## config.mk

```make
export PLATFORM = sky130hd
export DESIGN_NAME = crc16_fault_sequencer
export DESIGN_NICKNAME = d
export VERILOG_FILES = /design/src/rtl/crc16_fault_sequencer.sv
export SDC_FILE = /design/constraint.sdc
export NUM_CORES = 1
export LEC_CHECK = 0
export CAP_MARGIN = 20
export CORE_ASPECT_RATIO = 1.75
export CORE_UTILIZATION = 33
export CTS_BUF_LIST = sky130_fd_sc_hd__clkbuf_4
export DETAILED_ROUTE_END_ITERATION = 12
export DONT_BUFFER_PORTS = 1
export GPL_TIMING_DRIVEN = 0
export PLACE_DENSITY_LB_ADDON = 0.2
export SKIP_LAST_GASP = 1
export SLEW_MARGIN = 5
export SYNTH_ARGS = -nofsm -noshare
export SYNTH_HDL_FRONTEND = slang
export SYNTH_SLANG_ARGS = --single-unit
```

## constraint.sdc

```tcl
create_clock -name clk -period 3.51 [get_ports clk]
set_input_delay 0.8775 -clock clk [delete_from_list [all_inputs] [get_ports clk]]
set_output_delay 0.8775 -clock clk [all_outputs]
set_load 0.02 [all_outputs]
```

## src/rtl/crc16_fault_sequencer.sv

```systemverilog
// ----------------------------------------------------------------------------
// crc16_fault_sequencer
//
// Purpose:
//   Hardware fault-sweep controller that sits directly upstream of the
//   crc16_parallel_fault stage. One start request runs a fault-free golden
//   trial followed by 32 faulty trials (stuck-at-0 then stuck-at-1 on each of
//   the 16 data bits, bit 0 first). Each trial clears the CRC stage, pulses
//   enable with the latched pattern and the trial's fault mask/value, waits
//   WAIT_CYCLES, samples crc_out and compares it against the golden CRC.
//   One result is reported per faulty trial along with a running count of
//   detected faults.
//
// Parameters:
//   WAIT_CYCLES     cycles between the enable pulse and the crc_out sample (1-15)
//
// Ports:
//   clk             single clock, rising edge
//   reset           synchronous, active-low (0 = reset)
//   start           one-cycle sweep request, ignored while busy
//   pattern         test word, latched on the accepted start
//   crc_clear       synchronous clear to the CRC stage
//   crc_enable      CRC stage enable, one cycle per trial
//   crc_data        CRC stage data_in
//   fault_mask      CRC stage fault_mask
//   fault_value     CRC stage fault_value
//   crc_out         CRC result from the stage
//   busy            high from the cycle after an accepted start through DONE
//   done            one-cycle pulse at sweep end
//   result_valid    one-cycle pulse per faulty trial
//   result_bit      faulted bit index of the reported trial
//   result_type     0 = stuck-at-0, 1 = stuck-at-1
//   result_crc      crc_out sampled for the reported trial
//   result_detected result_crc differs from golden_crc
//   golden_crc      CRC from the fault-free trial
//   detect_count    number of detected faults in this sweep (0-32)
// ----------------------------------------------------------------------------
module crc16_fault_sequencer #(
    parameter int WAIT_CYCLES = 2
) (
    input  logic        clk,
    input  logic        reset,
    input  logic        start,
    input  logic [15:0] pattern,
    output logic        crc_clear,
    output logic        crc_enable,
    output logic [15:0] crc_data,
    output logic [15:0] fault_mask,
    output logic [15:0] fault_value,
    input  logic [15:0] crc_out,
    output logic        busy,
    output logic        done,
    output logic        result_valid,
    output logic [3:0]  result_bit,
    output logic        result_type,
    output logic [15:0] result_crc,
    output logic        result_detected,
    output logic [15:0] golden_crc,
    output logic [5:0]  detect_count
);

    typedef enum logic [2:0] {
        S_IDLE,
        S_CLEAR,
        S_LOAD,
        S_WAIT,
        S_CAPTURE,
        S_NEXT,
        S_DONE
    } state_t;

    localparam logic [3:0] WAIT_LOAD  = 4'(WAIT_CYCLES - 1);
    localparam logic [5:0] LAST_TRIAL = 6'd32;

    state_t      state;
    state_t      next_state;

    logic [15:0] pattern_q;
    logic [5:0]  trial;
    logic [3:0]  wait_cnt;

    logic [15:0] golden_crc_q;
    logic        result_valid_q;
    logic [3:0]  result_bit_q;
    logic        result_type_q;
    logic [15:0] result_crc_q;
    logic        result_detected_q;
    logic [5:0]  detect_count_q;

    logic [4:0]  fault_idx;
    logic [3:0]  fault_bit;
    logic        fault_type;
    logic [15:0] fault_onehot;
    logic        fault_active;
    logic        crc_differs;

    // Trial k (1..32) maps to fault index k-1: bit = index>>1, type = index&1.
    // Only the low five bits of the trial are used; trial 32 wraps to 0 and
    // the subtraction brings it back to 31 (bit 15, stuck-at-1). Trial 0 is
    // the golden run and is excluded through fault_active below.
    assign fault_idx    = trial[4:0] - 5'd1;
    assign fault_bit    = fault_idx[4:1];
    assign fault_type   = fault_idx[0];
    assign fault_onehot = 16'd1 << fault_bit;
    assign fault_active = (trial != 6'd0) &&
                          ((state == S_LOAD) || (state == S_WAIT) || (state == S_CAPTURE));
    assign crc_differs  = (crc_out != golden_crc_q);

    // State register; reset returns to IDLE which decodes to all-zero outputs.
    always_ff @(posedge clk) begin
        if (!reset) begin
            state <= S_IDLE;
        end else begin
            state <= next_state;
        end
    end

    // Next-state and Moore output decode. The fault mask/value are held for
    // the whole LOAD..CAPTURE window so the stage sees a stable fault while
    // its result settles, and drop back to zero in NEXT.
    always_comb begin
        next_state  = state;
        crc_clear   = 1'b0;
        crc_enable  = 1'b0;
        crc_data    = 16'd0;
        done        = 1'b0;
        busy        = (state != S_IDLE);
        fault_mask  = fault_active ? fault_onehot : 16'd0;
        fault_value = (fault_active && fault_type) ? fault_onehot : 16'd0;

        case (state)
            S_IDLE: begin
                if (start) begin
                    next_state = S_CLEAR;
                end
            end
            S_CLEAR: begin
                crc_clear  = 1'b1;
                next_state = S_LOAD;
            end
            S_LOAD: begin
                crc_enable = 1'b1;
                crc_data   = pattern_q;
                next_state = S_WAIT;
            end
            S_WAIT: begin
                if (wait_cnt == 4'd0) begin
                    next_state = S_CAPTURE;
                end
            end
            S_CAPTURE: begin
                next_state = S_NEXT;
            end
            S_NEXT: begin
                next_state = (trial == LAST_TRIAL) ? S_DONE : S_CLEAR;
            end
            S_DONE: begin
                done       = 1'b1;
                next_state = S_IDLE;
            end
            default: begin
                next_state = S_IDLE;
            end
        endcase
    end

    // Datapath: pattern latch, trial index, wait counter and result capture.
    // The wait counter is loaded in LOAD so WAIT lasts exactly WAIT_CYCLES
    // cycles. Results land at the end of CAPTURE so result_valid and the
    // updated detect_count are both visible in the NEXT cycle. Golden CRC
    // and results persist after DONE; only detect_count is cleared on start.
    always_ff @(posedge clk) begin
        if (!reset) begin
            pattern_q         <= 16'd0;
            trial             <= 6'd0;
            wait_cnt          <= 4'd0;
            golden_crc_q      <= 16'd0;
            result_valid_q    <= 1'b0;
            result_bit_q      <= 4'd0;
            result_type_q     <= 1'b0;
            result_crc_q      <= 16'd0;
            result_detected_q <= 1'b0;
            detect_count_q    <= 6'd0;
        end else begin
            result_valid_q <= 1'b0;
            case (state)
                S_IDLE: begin
                    if (start) begin
                        pattern_q      <= pattern;
                        trial          <= 6'd0;
                        detect_count_q <= 6'd0;
                    end
                end
                S_LOAD: begin
                    wait_cnt <= WAIT_LOAD;
                end
                S_WAIT: begin
                    if (wait_cnt != 4'd0) begin
                        wait_cnt <= wait_cnt - 4'd1;
                    end
                end
                S_CAPTURE: begin
                    if (trial == 6'd0) begin
                        golden_crc_q <= crc_out;
                    end else begin
                        result_valid_q    <= 1'b1;
                        result_bit_q      <= fault_bit;
                        result_type_q     <= fault_type;
                        result_crc_q      <= crc_out;
                        result_detected_q <= crc_differs;
                        if (crc_differs) begin
                            detect_count_q <= detect_count_q + 6'd1;
                        end
                    end
                end
                S_NEXT: begin
                    if (trial != LAST_TRIAL) begin
                        trial <= trial + 6'd1;
                    end
                end
                default: begin
                end
            endcase
        end
    end

    assign golden_crc      = golden_crc_q;
    assign result_valid    = result_valid_q;
    assign result_bit      = result_bit_q;
    assign result_type     = result_type_q;
    assign result_crc      = result_crc_q;
    assign result_detected = result_detected_q;
    assign detect_count    = detect_count_q;

endmodule

```

==> results of run 1 <==
[logic make-up (layout without fill, tap and decap cells)]
family	Yosys count	after routing	share of synthesized area (%)
fa+ha+maj	5	5	1.77
xor+xnor	25	25	6.21
mux	18	18	5.15
other cells	0	1	0
flops	74	74	42.0
simple gates	204	204	27.1
compound gates	69	69	13.1
buf+inv	39	59	4.69
[worst min-delay path, stage by stage (launching register included)]
cell and delay [ps]:
dfxtp_1 320, nand2_1 50, a21oi_1 50
[worst min-delay path by stage]
stage | endpoint | slack (ps) | cells past startpoint | from
floorplan | pattern_q[0]$_SDFFE_PN0P_ | 430 | 2 | pattern_q[0]$_SDFFE_PN0P_
CTS | pattern_q[6]$_SDFFE_PN0P_ | 460 | 2 | pattern_q[6]$_SDFFE_PN0P_
detailed placement | pattern_q[6]$_SDFFE_PN0P_ | 450 | 2 | pattern_q[6]$_SDFFE_PN0P_
global route | pattern_q[7]$_SDFFE_PN0P_ | 490 | 2 | pattern_q[7]$_SDFFE_PN0P_
global placement | pattern_q[7]$_SDFFE_PN0P_ | 440 | 2 | pattern_q[7]$_SDFFE_PN0P_
finish | pattern_q[8]$_SDFFE_PN0P_ | 460 | 2 | pattern_q[8]$_SDFFE_PN0P_
[registers in the layout, indices dropped and copies added (netlist names)]
register and flops:
detect_count 6, result_valid 1, result_detected 1, result_crc 16
trial 6, wait_cnt 4, golden_crc 16, result_type 1
pattern_q 16, result_bit 4, state 3
[Yosys cell counts, drive strengths merged, types with 3 or more instances]
cell / count / area share [%]
nand2: 78 / 8.4
nor3: 22 / 3.1
buf: 11 / 1.7
mux2i: 17 / 4.8
nand2b: 3 / 0.53
and2: 16 / 2.8
nor4: 4 / 0.89
o21ai: 3 / 0.43
nand4: 6 / 1.1
nand3: 9 / 1.4
xnor2: 23 / 5.7
a21oi: 39 / 5.5
nor2: 55 / 5.9
dfxtp: 74 / 42
clkbuf: 16 / 1.7
ha: 5 / 1.8
a211oi: 7 / 1.5
inv: 12 / 1.3
[final cells by class]
class / instances / area, um^2
Multi-Input combinational cell: 321 / 2160
Tap cell: 127 / 159
Timing Repair Buffer: 7 / 52.6
Fill cell: 1068 / 6170
Inverter: 12 / 45.0
Antenna cell: 1 / 2.50
Buffer: 24 / 129
Clock buffer: 9 / 67.6
Sequential cell: 74 / 1490
Clock inverter: 7 / 92.6
[per-layer routing]
| layer | GRT usage (%) | wire, um |
|---|---|---|
| met1 | 17.9 | 3540 |
| met2 | 33.3 | 5320 |
| met3 | 5.99 | 588 |
| met4 | 6.02 | 108 |
| met5 | 0 | 0 |
[power breakdown]
part | switching [mW] | internal, mW
clock network | 0.318 | 0.288
registers | 0.0183 | 0.864
logic | 0.136 | 0.0626
[timing repair]
item | in CTS | in global routing
pin swaps | 8 | 5
buffers inserted | 6 | 1
setup endpoints to repair | 32 | 26
gates resized for setup | 45 | 26
==> reports/qor.txt, run 1 <==
Run status - completed
Maximum number of pins on one net before global-route repair - 14
Nets@finish - 489
Mean number of vias per cell - 5.21
Post-detailed-placement cell area - 3680 um^2
Starting Density - 34.0%
GRT Util Overall - 17.9%
Area of the mapped netlist - 3520 um^2
Min Hold Slack - 457 ps
Setup violators final - 0
Routed vias - 3,032
Dpl hpwl - 7140 um
Die area - 11,100 um^2
Slowest cell on the critical path - or3b_4
Detail-routed net length per standard cell - 16.4 um
# Max-Cap Violations - 0
Portion of the clock cycle consumed by the worst path in the final layout - 95.6%
Worst-case reg-to-reg path depth - 10
Count of boundary I/O pins - 132
Violation count after the first detailed-routing iteration - 133
CTS sink count - 74
Path class of the lowest-slack min-delay path - reg -> reg
Terminus of the critical flop-to-flop path - result_type$_SDFFE_PN0P_
Area growth from synthesis to final layout - 18.9%
P_leak - 1.50 nW
Crit path buffers/inverters - 2
Root buffer cell - clkbuf_4
Pins over their slew limit - 0
Post-route antenna net violation count - 0
Fraction of the yosys area taken by sequential cells - 42.0%
Transition time at the pin with the least slew margin - 1050 ps
Category of the critical setup timing path - reg -> out
Worst VDD drop - 0.000254 V
Vias in the first global route - 3,018
Number of input and output port buffers inserted - 0
Inserted Clock Buffers - 9
Worst endpoint required time - 2630 ps
Remaining global-route overflow - 0
Highest net fanout along the worst path - 8
Syn Inst Count - 434
Final setup margin - 154 ps
Placeable core region - 10,400 um^2
Pwr Density - 402 nW/um^2
Main synth FF type - dfxtp_1
Worst-Skew Late Latency - 440 ps
Final Critical Period - 3360 ps
Post-Syn Nets - 474
Commonest cells after routing, fill and taps aside - nand2_1, dfxtp_1, nor2_1, a21oi_1, xnor2_1
Final total power - 1.69 mW
Final hold violation count - 0
Number of enable-type register cells in the synthesized netlist - 0
Worst setup path startpoint - trial[0]$_SDFFE_PN0P_
Peak clock frequency supported by timing - 0.298 GHz
Initial antenna violation count - 1
Normalized max-slew margin - 29.8%
Number of hold-repair buffers added at the cts stage - 0
Data arrival time of the critical path - 2480 ps
DRC violations left - 0
Final cell count without fillers - 582
Kind of end point of the critical path - output pin
Fin Setup TNS - 0 ps
Maximum level of the CTS H-tree - 3
Final core utilization - 40.5%
Cell-by-cell trace of the critical path - clkbuf_16 > inv_2 > ha_4 > or3b_4 > xor2_1 > nand2_2 > nor3_4
Number of optimization iterations in the first detailed-route pass - 4
CTS max path bufs - 2
Setup slack of the most critical reg-to-reg path - 1200 ps
Async set-or-reset flop fraction in the synthesized netlist - 0%
Setup clock skew after layout - 17.6 ps
Final Routed Wirelength - 9560 um
Post-Layout Inst Area - 4190 um^2
Placed Cells - 561
End point of the critical path - fault_value[5]
First-pass GRT wire length - 15,100 um
Post-Synthesis Mean Instance Area - 8.12 um^2
Unrepaired setup endpoints after global routing - yes
Fraction of final layout cells with drive strength greater than 1 - 18.5%
Pre-CTS WS - 4.80 ps
CP top delay family - simple AND/OR/NAND/NOR gates
CTS tree - done
Final Wtd Congestion - 0.774
Type of element launching the critical path - flip-flop
Reg-to-Reg Start - trial[0]$_SDFFE_PN0P_
Die height - 139 um
Synthesized flop and latch total - 74
Stages on worst setup path - 7
Number of core rows - 49
Stage delay of the slowest cell on the critical path - 400 ps
Synth warnings - 0
Horizontal die dimension - 80.1 um
Register clock-pin slew on the reported worst setup and hold paths - 120 ps
Post-synthesis cell type count - 51
No activity file was read; power rests on OpenSTA's default activity.
==> inputs of run 2 (changes only) <==
MAX_ROUTING_LAYER = met4   (was unset)
==> run 2 against run 1 <==
Non-clock buffer count unchanged; via count about the same; critical path depth up 1; count of clock-buffer cells in the layout unchanged; largest cell class unchanged; largest power group unchanged; die area unchanged.
==> reports/qor.txt, run 2 (same netlist as run 1, synthesis figures left out) <==
Unrepaired setup endpoints after global routing - yes
Count of boundary I/O pins - 132 (unchanged)
GR met2 Demand/Resource - 33.3% (unchanged)
Setup clock skew after layout - 22.9 ps (+5.31 ps)
Violation count after the first detailed-routing iteration - 133 (unchanged)
Met3 capacity usage during global routing - 5.13% (-0.86 points)
CTS tree - done
Reg-to-Reg Start - trial[0]$_SDFFE_PN0P_
Hold-critical path endpoint - pattern_q[8]$_SDFFE_PN0P_
Number of optimization iterations in the first detailed-route pass - 4 (unchanged)
Final hold violation count - 0 (unchanged)
Worst hold path stage count - 2 (unchanged)
Setup violators final - 0 (unchanged)
Normalized max-slew margin - 29.5% (-0.26 points)
Path class of the lowest-slack min-delay path - reg -> reg
Detail-routed net length per standard cell - 16.4 um (-0.10%)
Maximum number of pins on one net before global-route repair - 14 (unchanged)
P_leak - 1.50 nW (unchanged)
Min Hold Slack - 457 ps (-0.136 ps)
Portion of the clock cycle consumed by the worst path in the final layout - 95.9% (+0.25 points)
Final total power - 1.69 mW (+0.40%)
First-pass GRT wire length - 15,100 um (about the same)
Fraction of final layout cells with drive strength greater than 1 - 18.5% (unchanged)
Area growth from synthesis to final layout - 18.9% (unchanged)
Number of core rows - 49 (unchanged)
# Max-Cap Violations - 0 (unchanged)
Inserted Clock Buffers - 9 (unchanged)
Worst VDD drop - 0.000254 V (about the same)
Pins over their slew limit - 0 (unchanged)
Dpl hpwl - 7140 um (unchanged)
DRC violations left - 0 (unchanged)
Setup slack of the most critical reg-to-reg path - 1200 ps (about the same)
Data arrival time of the critical path - 2490 ps (about the same)
Final Critical Period - 3370 ps (+8.92 ps)
Final core utilization - 40.5% (unchanged)
Transition time at the pin with the least slew margin - 1060 ps (+3.88 ps)
Peak clock frequency supported by timing - 0.297 GHz (-0.27%)
Number of input and output port buffers inserted - 0 (unchanged)
Busiest layer in global routing - met2
Starting Density - 34.0% (unchanged)
Worst endpoint required time - 2630 ps (about the same)
Type of element launching the critical path - flip-flop
Number of hold-repair buffers added at the cts stage - 0 (unchanged)
Initial antenna violation count - 1 (unchanged)
Die area - 11,100 um^2 (unchanged)
Met1 track demand over resource - 18.2% (+0.29 points)
Root buffer cell - clkbuf_4
Maximum level of the CTS H-tree - 3 (unchanged)
Filler instances - 1,068 (unchanged)
Horizontal die dimension - 80.1 um (unchanged)
Routed vias - 3,034 (+0.066%)
Worst-Skew Late Latency - 440 ps (about the same)
GRT Util Overall - 18.4% (+0.52 points)
Vias in the first global route - 3,024 (+0.20%)
Terminus of the critical flop-to-flop path - result_type$_SDFFE_PN0P_
Final Routed Wirelength - 9550 um (-0.10%)
Category of the critical setup timing path - reg -> out
Hold path start - pattern_q[8]$_SDFFE_PN0P_
Nets@finish - 489 (unchanged)
Commonest cells after routing, fill and taps aside - nand2_1, dfxtp_1, nor2_1, a21oi_1, xnor2_1
Remaining global-route overflow - 0 (unchanged)
Register cell area after layout - 1490 um^2 (unchanged)
Pwr Density - 404 nW/um^2 (+0.40%)
Highest net fanout along the worst path - 8 (unchanged)
Combined area of the multi-input logic cells - 2160 um^2 (unchanged)
Worst-case reg-to-reg path depth - 10 (unchanged)
Run status - completed
Final Wtd Congestion - 0.784 (+1.4%)
Kind of end point of the critical path - output pin
CTS sink count - 74 (unchanged)
Mean number of vias per cell - 5.21 (about the same)
CTS max path bufs - 2 (unchanged)
Placeable core region - 10,400 um^2 (unchanged)
Die height - 139 um (unchanged)
Post-route antenna net violation count - 0 (unchanged)
Register clock-pin slew on the reported worst setup and hold paths - 120 ps (about the same)
## run 2: cell counts in the layout (fill, tap and decap cells not counted)
No cell type changed its count.
## run 2: repair_timing
item	4_1_cts	5_1_grt
endpoints found under the setup margin	32	26
gates resized for setup	45	26
buffers inserted	6	1
pin swaps	8	5
## run 2: worst max-delay path by stage
stage	from	end	slack [ps]
2_1_floorplan	trial[0]$_SDFFE_PN0P_	fault_value[11]	250
3_3_place_gp	trial[0]$_SDFFE_PN0P_	fault_value[11]	10
3_5_place_dp	trial[0]$_SDFFE_PN0P_	fault_value[9]	5
4_1_cts	state[2]$_SDFFE_PN0P_	fault_value[1]	-40
5_1_grt	trial[1]$_SDFFE_PN0P_	fault_value[4]	8
6_report	trial[0]$_SDFFE_PN0P_	fault_value[8]	140
## run 2: cell type report
cell class              count  share of cell area [%]
multi-input cells         321                    51.5
flip-flops and latches     74                    35.4
well taps                 127                    3.79
plain buffers              24                    3.07
clock inverters             7                    2.21
clock buffers               9                    1.61
repair buffers              7                    1.25
inverters                  12                    1.07
diodes                      1                  0.0597
## run 2: critical path, stage by stage, from the launching register on
cell       delay [ps]
dfxtp_4           370
clkbuf_16         140
inv_2              60
ha_4              120
or3b_4            400
or3_4             360
nand2_4           100
nand3_4           170
nor3_4            330
## run 2: layer usage
| metal | share of wire [%] | vias up |
|---|---|---|
| li1 | - | 1501 |
| met1 | 38 | 1412 |
| met2 | 55 | 107 |
| met3 | 5.8 | 14 |
| met4 | 1.7 | 0 |
| met5 | 0 | - |
## run 2: per-stage QoR
stage	instances	setup slack, ps	instance area, um^2	TNS, ps
4_1_cts	583	-44.7	4090	-158
3_5_place_dp	561	4.80	3680	0
6_report	582	145	4190	0
2_1_floorplan	434	254	3520	0
3_3_place_gp	561	9.61	3680	0
5_1_grt	582	7.59	4190	0
## run 2: power by group
part	switching [mW]	leakage, nW	internal, mW
sequential	0.0183	0.600	0.864
clock	0.325	0.0816	0.288
combinational	0.136	0.823	0.0626
